## config.mk

```make
export PLATFORM = sky130hd
export DESIGN_NAME = cpu_qsys_oci_trace_monitor
export DESIGN_NICKNAME = d
export VERILOG_FILES = /design/src/rtl/cpu_qsys_oci_trace_monitor.sv
export SDC_FILE = /design/constraint.sdc
export NUM_CORES = 1
export LEC_CHECK = 0
export CORE_ASPECT_RATIO = 0.75
export CORE_MARGIN = 1.5
export CORE_UTILIZATION = 59
export CTS_CLUSTER_SIZE = 14
export DETAILED_ROUTE_END_ITERATION = 6
export PLACE_DENSITY = 0.79
export SYNTH_ARGS = -nofsm -noshare
export SYNTH_HDL_FRONTEND = slang
export SYNTH_SLANG_ARGS = --single-unit
```

## constraint.sdc

```tcl
create_clock -name clk -period 5.5 [get_ports clk]
set_clock_uncertainty 0.05 [all_clocks]
set_input_delay 0.55 -clock clk [delete_from_list [all_inputs] [get_ports clk]]
set_output_delay 0.55 -clock clk [all_outputs]
set_load 0.03 [all_outputs]
```

## src/rtl/cpu_qsys_oci_trace_monitor.sv

```systemverilog
// Captures OCI debug-core trace frames into a FIFO, streams them out as valid/ready,
// and sequences the end-of-test drain. Optional running checksum: OCI_TRACE_CHECKSUM_EN.
module cpu_qsys_oci_trace_monitor #(
  parameter int FRAME_W = 30,
  parameter int COUNT_W = 4,
  parameter int DEPTH   = 16,
  parameter int LVL_W   = $clog2(DEPTH) + 1
) (
  input  logic                       clk,
  input  logic                       reset_n,
  input  logic [FRAME_W-1:0]         dct_buffer,
  input  logic [COUNT_W-1:0]         dct_count,
  input  logic                       dct_valid,
  input  logic                       test_ending,
  output logic [FRAME_W+COUNT_W-1:0] trace_data,
  output logic                       trace_valid,
  input  logic                       trace_ready,
  output logic [LVL_W-1:0]           fill_level,
  output logic                       overflow,
  output logic [15:0]                drop_count,
  output logic                       test_has_ended,
  output logic [31:0]                checksum
);

  localparam int PTR_W  = $clog2(DEPTH);
  localparam int DATA_W = FRAME_W + COUNT_W;

  typedef enum logic [1:0] {CAPTURE, DRAIN, DONE} state_t;

  state_t              state_reg;
  logic [DATA_W-1:0]   mem [DEPTH];
  logic [PTR_W-1:0]    wr_ptr_reg;
  logic [PTR_W-1:0]    rd_ptr_reg;
  logic [LVL_W-1:0]    fill_reg;
  logic [LVL_W-1:0]    fill_next;
  logic                overflow_reg;
  logic [15:0]         drop_reg;
  logic                ended_reg;

  logic                push_req;
  logic                full;
  logic                push;
  logic                pop;
  logic                drop;
  logic [DATA_W-1:0]   push_word;

  assign push_word = {dct_count, dct_buffer};
  assign push_req  = (state_reg == CAPTURE) && dct_valid && (dct_count != '0);
  assign full      = (fill_reg == LVL_W'(DEPTH));
  assign trace_valid = (fill_reg != '0);
  assign pop       = trace_valid && trace_ready;
  // A full FIFO still accepts a frame when the head leaves in the same cycle.
  assign push      = push_req && (!full || pop);
  assign drop      = push_req && full && !pop;

  always_comb begin
    fill_next = fill_reg;
    if (push && !pop)
      fill_next = fill_reg + LVL_W'(1);
    else if (pop && !push)
      fill_next = fill_reg - LVL_W'(1);
  end

  // Storage is deliberately not reset; the empty-head mux hides stale contents.
  always_ff @(posedge clk) begin
    if (push)
      mem[wr_ptr_reg] <= push_word;
  end

  assign trace_data = trace_valid ? mem[rd_ptr_reg] : '0;

  always_ff @(posedge clk or negedge reset_n) begin
    if (!reset_n) begin
      state_reg    <= CAPTURE;
      wr_ptr_reg   <= '0;
      rd_ptr_reg   <= '0;
      fill_reg     <= '0;
      overflow_reg <= 1'b0;
      drop_reg     <= '0;
      ended_reg    <= 1'b0;
    end else begin
      if (push)
        wr_ptr_reg <= wr_ptr_reg + PTR_W'(1);
      if (pop)
        rd_ptr_reg <= rd_ptr_reg + PTR_W'(1);
      fill_reg <= fill_next;
      if (drop) begin
        overflow_reg <= 1'b1;
        if (drop_reg != 16'hFFFF)
          drop_reg <= drop_reg + 16'd1;
      end
      case (state_reg)
        CAPTURE: if (test_ending) state_reg <= DRAIN;
        DRAIN: begin
          // Post-pop fill decides completion, so an empty FIFO finishes one cycle after entry.
          if (fill_next == '0) begin
            state_reg <= DONE;
            ended_reg <= 1'b1;
          end
        end
        default: state_reg <= DONE;
      endcase
    end
  end

  assign fill_level     = fill_reg;
  assign overflow       = overflow_reg;
  assign drop_count     = drop_reg;
  assign test_has_ended = ended_reg;

`ifdef OCI_TRACE_CHECKSUM_EN
  localparam int EXT_W = (DATA_W > 32) ? DATA_W : 32;
  logic [EXT_W-1:0] push_ext;
  logic [31:0]      checksum_reg;

  // Frames wider than 32 bits contribute only their low word.
  assign push_ext = EXT_W'(push_word);

  always_ff @(posedge clk or negedge reset_n) begin
    if (!reset_n)
      checksum_reg <= '0;
    else if (push)
      checksum_reg <= {checksum_reg[30:0], checksum_reg[31]} ^ push_ext[31:0];
  end

  assign checksum = checksum_reg;
`else
  assign checksum = '0;
`endif

endmodule

```

**Word level (Yosys, flattened, before mapping)**

Memory sizes are Yosys's and may differ from the RTL's.
Cells that the tools add are included.

- Add/subtract/negate cells: 5
- Equality and inequality tests: 5
- Multiplexer cells: 8
- Reduce and logical (&&, ||, !) cells: 19

Operator list:

| cell | count |
|---|---|
| 34-bit two-way mux | 1 |
| 16-bit by 1-bit adder with 16-bit output (second input constant) | 1 |
| 16-bit != test (second input constant) | 1 |
| 5-bit two-way mux | 2 |
| 4-bit by 1-bit adder with 4-bit output (second input constant) | 2 |
| 1-bit logical AND | 8 |
| 2-bit AND reduction | 3 |
| 5-bit by 1-bit adder with 5-bit output (second input constant) | 1 |
| 5-bit == test (second input constant) | 1 |
| 5-bit zero test | 1 |
| 5-bit nonzero test | 1 |
| 5-bit by 1-bit subtractor with 5-bit output (second input constant) | 1 |
| 2-bit two-way mux | 2 |
| 2-bit != test (second input constant) | 2 |
| 2-bit case mux with 2 select lines | 1 |
| 4-bit nonzero test | 1 |
| 1-bit zero test | 3 |
| 2-bit by 1-bit == test with 1-bit output (second input constant) | 1 |
| 2-bit zero test | 1 |
| 1-bit two-way mux | 2 |
| 1-bit logical OR | 1 |

- Register bits after elaboration: 33
- RAM bits: 544
- Input port bits: 39
- Output and inout bits: 90
- Word-level logic and storage cells: 45
- Memories kept: 1

Memories:

| name | depth | width | rd ports | clocked after memory_dff | write ports | line | text |
|---|---|---|---|---|---|---|---|
| mem | 16 | 34 | 1 | 0 | 1 | 31 | `logic [DATA_W-1:0] mem [DEPTH];` |

**Depth between registers and ports, before layout**

- Word-level depth: 11
- Gate-level depth with buffers: 8
- Depth with buffers taken out: 7

**Least setup slack after synthesis**

OpenSTA, ideal clock, no wires.

- Kind: reg2reg
- Start point: reg fill_reg[0] (netlist: fill_level[0])
- End point: mem mem[7][0] (netlist bit), enable pin
- Library setup time: 0.468 ns
- Data arrival time: 3.823 ns
- Data required time: 4.982 ns
- Slack: 1.160 ns
- Cell stages (with the launch flop): 7
- Buffers on the path: 0
- Clock period less this slack: 4.340 ns
- Path through: dfrtp_1 -> inv_1 -> ha_1 -> or3b_2 -> or2_0 -> nand3_1 -> nor3_1

- Cells in the longest elaborated chain, start to end: 6
- Elaborated cells between the ends (all ways): 8
- Those cells by class: eq/ne: 1; mux: 2; reduce/logical: 5

Ends and longest elaborated chain:

| item | line | text |
|---|---|---|
| start, declared | 34 | `logic [LVL_W-1:0] fill_reg;` |
| start signal, assigned | 86 | `fill_reg <= fill_next;` |
| 5-bit == test or 5-bit nonzero test (tied branches) | 49, 50 |  |
| 1-bit zero test or 1-bit logical AND (tied branches) | 53, 51 |  |
| 1-bit logical OR * | 53 | `assign push = push_req && (!full \|\| pop);` |
| 1-bit logical AND * | 53 |  |
| 1-bit two-way mux * | 66 | `if (push)` |
| 1-bit two-way mux (implied by the code) * | 67 | `mem[wr_ptr_reg] <= push_word;` |
| end, declared | 31 |  |

Every way passes the cells marked *; elsewhere a longest branch is shown, timed or not.

**Worst setup path after layout**

- Start point: reg rd_ptr_reg[0]
- End point: out trace_data[12]

- Cells in the longest elaborated chain, start to end: 2

Ends and longest elaborated chain:

| item | line | text |
|---|---|---|
| start, declared | 33 | `logic [PTR_W-1:0] rd_ptr_reg;` |
| start signal, assigned | 85 | `rd_ptr_reg <= rd_ptr_reg + PTR_W'(1);` |
| memory 16 x 34 bit | -- |  |
| 34-bit two-way mux | 70 | `assign trace_data = trace_valid ? mem[rd_ptr_reg] : '0;` |
| end, declared | 15 | `output logic [FRAME_W+COUNT_W-1:0] trace_data,` |

Every way passes these cells.

==> key figures <==
CTS
  • Hold_buf cts: 0
  • Root Buffer: clkbuf_16
  • Post-CTS Setup Inserts: 0
  • CTS max path bufs: 3
  • Clock sinks: 577
  • CTS resizes: 0
  • Clock slew at reported path FFs: 0.07 ns
  • Clk_lat worst skew: 0.58 ns
  • TritonCTS clock tree: yes
  • TritonCTS Buffers: 52
  • H-tree Lvls: 2

Die
  • Initial Utilization: 59.6%
  • Die H: 173 um
  • Core area: 38,200 um^2
  • Top-Level Pins: 129
  • Die Span X: 230 um
  • Full die area: 39,800 um^2
  • Row cnt: 62

Pwr
  • Pleak: 8.29 nW
  • Combinational share of power: 30.5%
  • Sequential share of power: 41.6%
  • Peak VDD IR: 0.314 mV
  • Clock share of power: 28.0%
  • P_int: 8.77 mW
  • Switch Pwr: 3.66 mW
  • Sw Share: 29.4%
  • Pwr dens: 481 nW/um^2

Logic synthesis
  • Most frequent cell after synthesis: edfxtp_1
  • Cell Area, Synth: 22,800 um^2
  • Post-synth top cells: edfxtp_1 (544), mux4_2 (170), and2_1 (45)
  • Yosys reg bits: 577
  • Distinct cells, synth: 58
  • Post-Syn Instances: 1,012
  • Area leader, netlist: edfxtp_1
  • Synth area leaders: edfxtp_1 (72%), mux4_2 (17%), dfrtp_1 (3.6%)
  • Yosys Warn Count: 0
  • Number of synthesized flops with an enable pin: 544
  • Synth top area share: 71.8%
  • Post-synthesis sequential area ratio: 75.4%
  • Asr flop ratio synth: 5.72%
  • Synthesized area per cell: 22.5 um^2
  • Ys flop type: edfxtp_1

Layout
  • Nets: 1,179
  • Area of the multi-input gates: 5240 um^2
  • Top register by number of flip-flops: mem
  • Layout cells sized above 1: 25.0%
  • FILL cells: 2,310
  • P&R area growth vs syn: 13.7%
  • Largest register FFs: 544
  • Non-filler instance count after layout: 1,682
  • Register area: 17,200 um^2

STA
  • Fmax: 226 MHz
  • RSZ-0062 raised after global routing: no
  • Slew margin rel.: 13.1%
  • Endpoints failing setup: 0
  • Slew Limit Fails: 0
  • Worst Max-Slew Pin Slew: 1.30 ns
  • Final Hold Fails: 0
  • Min Tclk post-route: 4.43 ns
  • Setup TNS: 0 ns
  • Final worst-path cycle share: 80.5%
  • Setup WS post-layout: 1.07 ns

Status
  • Status: complete, no violations

Drt
  • DRT Pass-1 Iters: 5
  • Vias: 10,600
  • DRC Markers: 0
  • Via density: 6.28
  • WL final: 47,500 um
  • Antenna Nets Post-Route: 0
  • Iteration-0 DRC Markers: 1,328
  • Wire per inst: 28.2 um

Critical path
  • Reg2reg setup slack: 2.00 ns
  • Critical R2R Launch: fill_level[0]$_DFF_PN0_
  • Cell mode on critical path: mux4_2
  • CP max-delay cell: dfrtp_4
  • R2r worst-path depth: 7
  • RR Endpoint: mem[2][20]$_DFFE_PP_
  • Crit path cell chain: buf_4, mux4_2, mux4_2, and2_1, clkdlybuf4s50_1
  • Type of origin of the critical path: flop
  • Critical Path RT: 4.90 ns
  • CP Max Fanout: 37
  • CP Class: flop to output port
  • Worst Path Arrival: 3.83 ns
  • CP endpoint kind: output port
  • CP peak stage delay: 0.95 ns
  • CP startpoint: rd_ptr_reg[0]$_DFFE_PN0N_
  • WP buf/inv: 2
  • Top delay family on crit path: buffers and inverters

Hold path
  • Worst hold path class: input pin to asynchronous set/reset pin

Global route
  • Vias in the first global route: 11,000
  • GRT Total Usage: 24.7%
  • Largest net degree at the start of global routing: 65
  • First-pass GRT wire length: 71,100 um
  • Grt ovf: 0
  • Initial antenna violation count: 1

Placement
  • Gp weighted congestion: 0.772
  • Inst Count DP: 1,590
  • Port buffer count: 96
  • Pre-CTS WS: 1.46 ns
  • Hpwl dp: 25,200 um

Run
  • Max-cap viol count: 0
[cell usage in the layout (no fill, tap or decap), drive strengths merged, types with 10 or more instances in the layout]
cell type and n:
conb 32, buf 21, edfxtp 544, nand2 10
dfrtp 33, xnor2 16, clkinv 16, and2 46
nor3 10, clkbuf 68, clkdlybuf4s50 96, mux4 170
inv 17, nor2 12
[cell type report]
| type | count | area share, % |
|---|---|---|
| Clock inverter | 23 | 0.851 |
| Sequential cell | 577 | 66.4 |
| Inverter | 14 | 0.203 |
| Tap cell | 512 | 2.48 |
| Clock buffer | 68 | 5.34 |
| Antenna cell | 1 | 0.00967 |
| Multi-Input combinational cell | 370 | 20.3 |
| Timing Repair Buffer | 117 | 4.52 |
[metal layers]
layer / wire (um) / vias up / track usage, %
met5: 0 / - / 0
met1: 18700 / 5603 / 35.4
met3: 3940 / 72 / 4.67
li1: - / 4382 / -
met4: 926 / 0 / 6.67
met2: 23900 / 507 / 39.8
[per-stage QoR]
stage	hold slack, ns	cell area (um^2)	total power [mW]	util (%)
3_3_place_gp	0.406	24300	9.00	63.6
2_1_floorplan	0.204	22900	7.81	-
6_report	0.337	25900	12.4	67.8
5_1_grt	0.373	25900	12.9	67.8
4_1_cts	0.332	25900	12.5	67.8
3_5_place_dp	0.413	24300	9.05	63.6
[worst max-delay path by stage]
stage | to | slack, ns | depth (start not counted)
CTS | trace_data[12] | 0.98 | 5
finish | trace_data[12] | 1.07 | 5
global placement | mem[12][21]$_DFFE_PP_ | 1.56 | 6
floorplan | mem[7][0]$_DFFE_PP_ | 1.16 | 6
global route | trace_data[12] | 0.84 | 5
detailed placement | mem[3][18]$_DFFE_PP_ | 1.46 | 6
[power groups by stage]
stage | clock network, mW | registers, mW | logic (mW)
after floorplan | 0 | 4.98 | 2.82
after global placement | 0 | 5.26 | 3.75
after detailed placement | 0 | 5.26 | 3.78
after CTS | 3.52 | 5.17 | 3.83
after global routing | 3.68 | 5.19 | 3.99
final | 3.48 | 5.17 | 3.79
[kinds of logic after synthesis]
| logic type | after synthesis | synth area share (%) |
|---|---|---|
| fa+ha+maj | 8 | 0.440 |
| buf+inv | 96 | 2.31 |
| xor+xnor | 24 | 0.924 |
| compound gates | 23 | 0.918 |
| mux | 172 | 16.9 |
| other cells | 1 | 0.0165 |
| flops | 577 | 75.4 |
| simple gates | 111 | 3.04 |
Note: power is estimated with default switching activity, not from simulation.
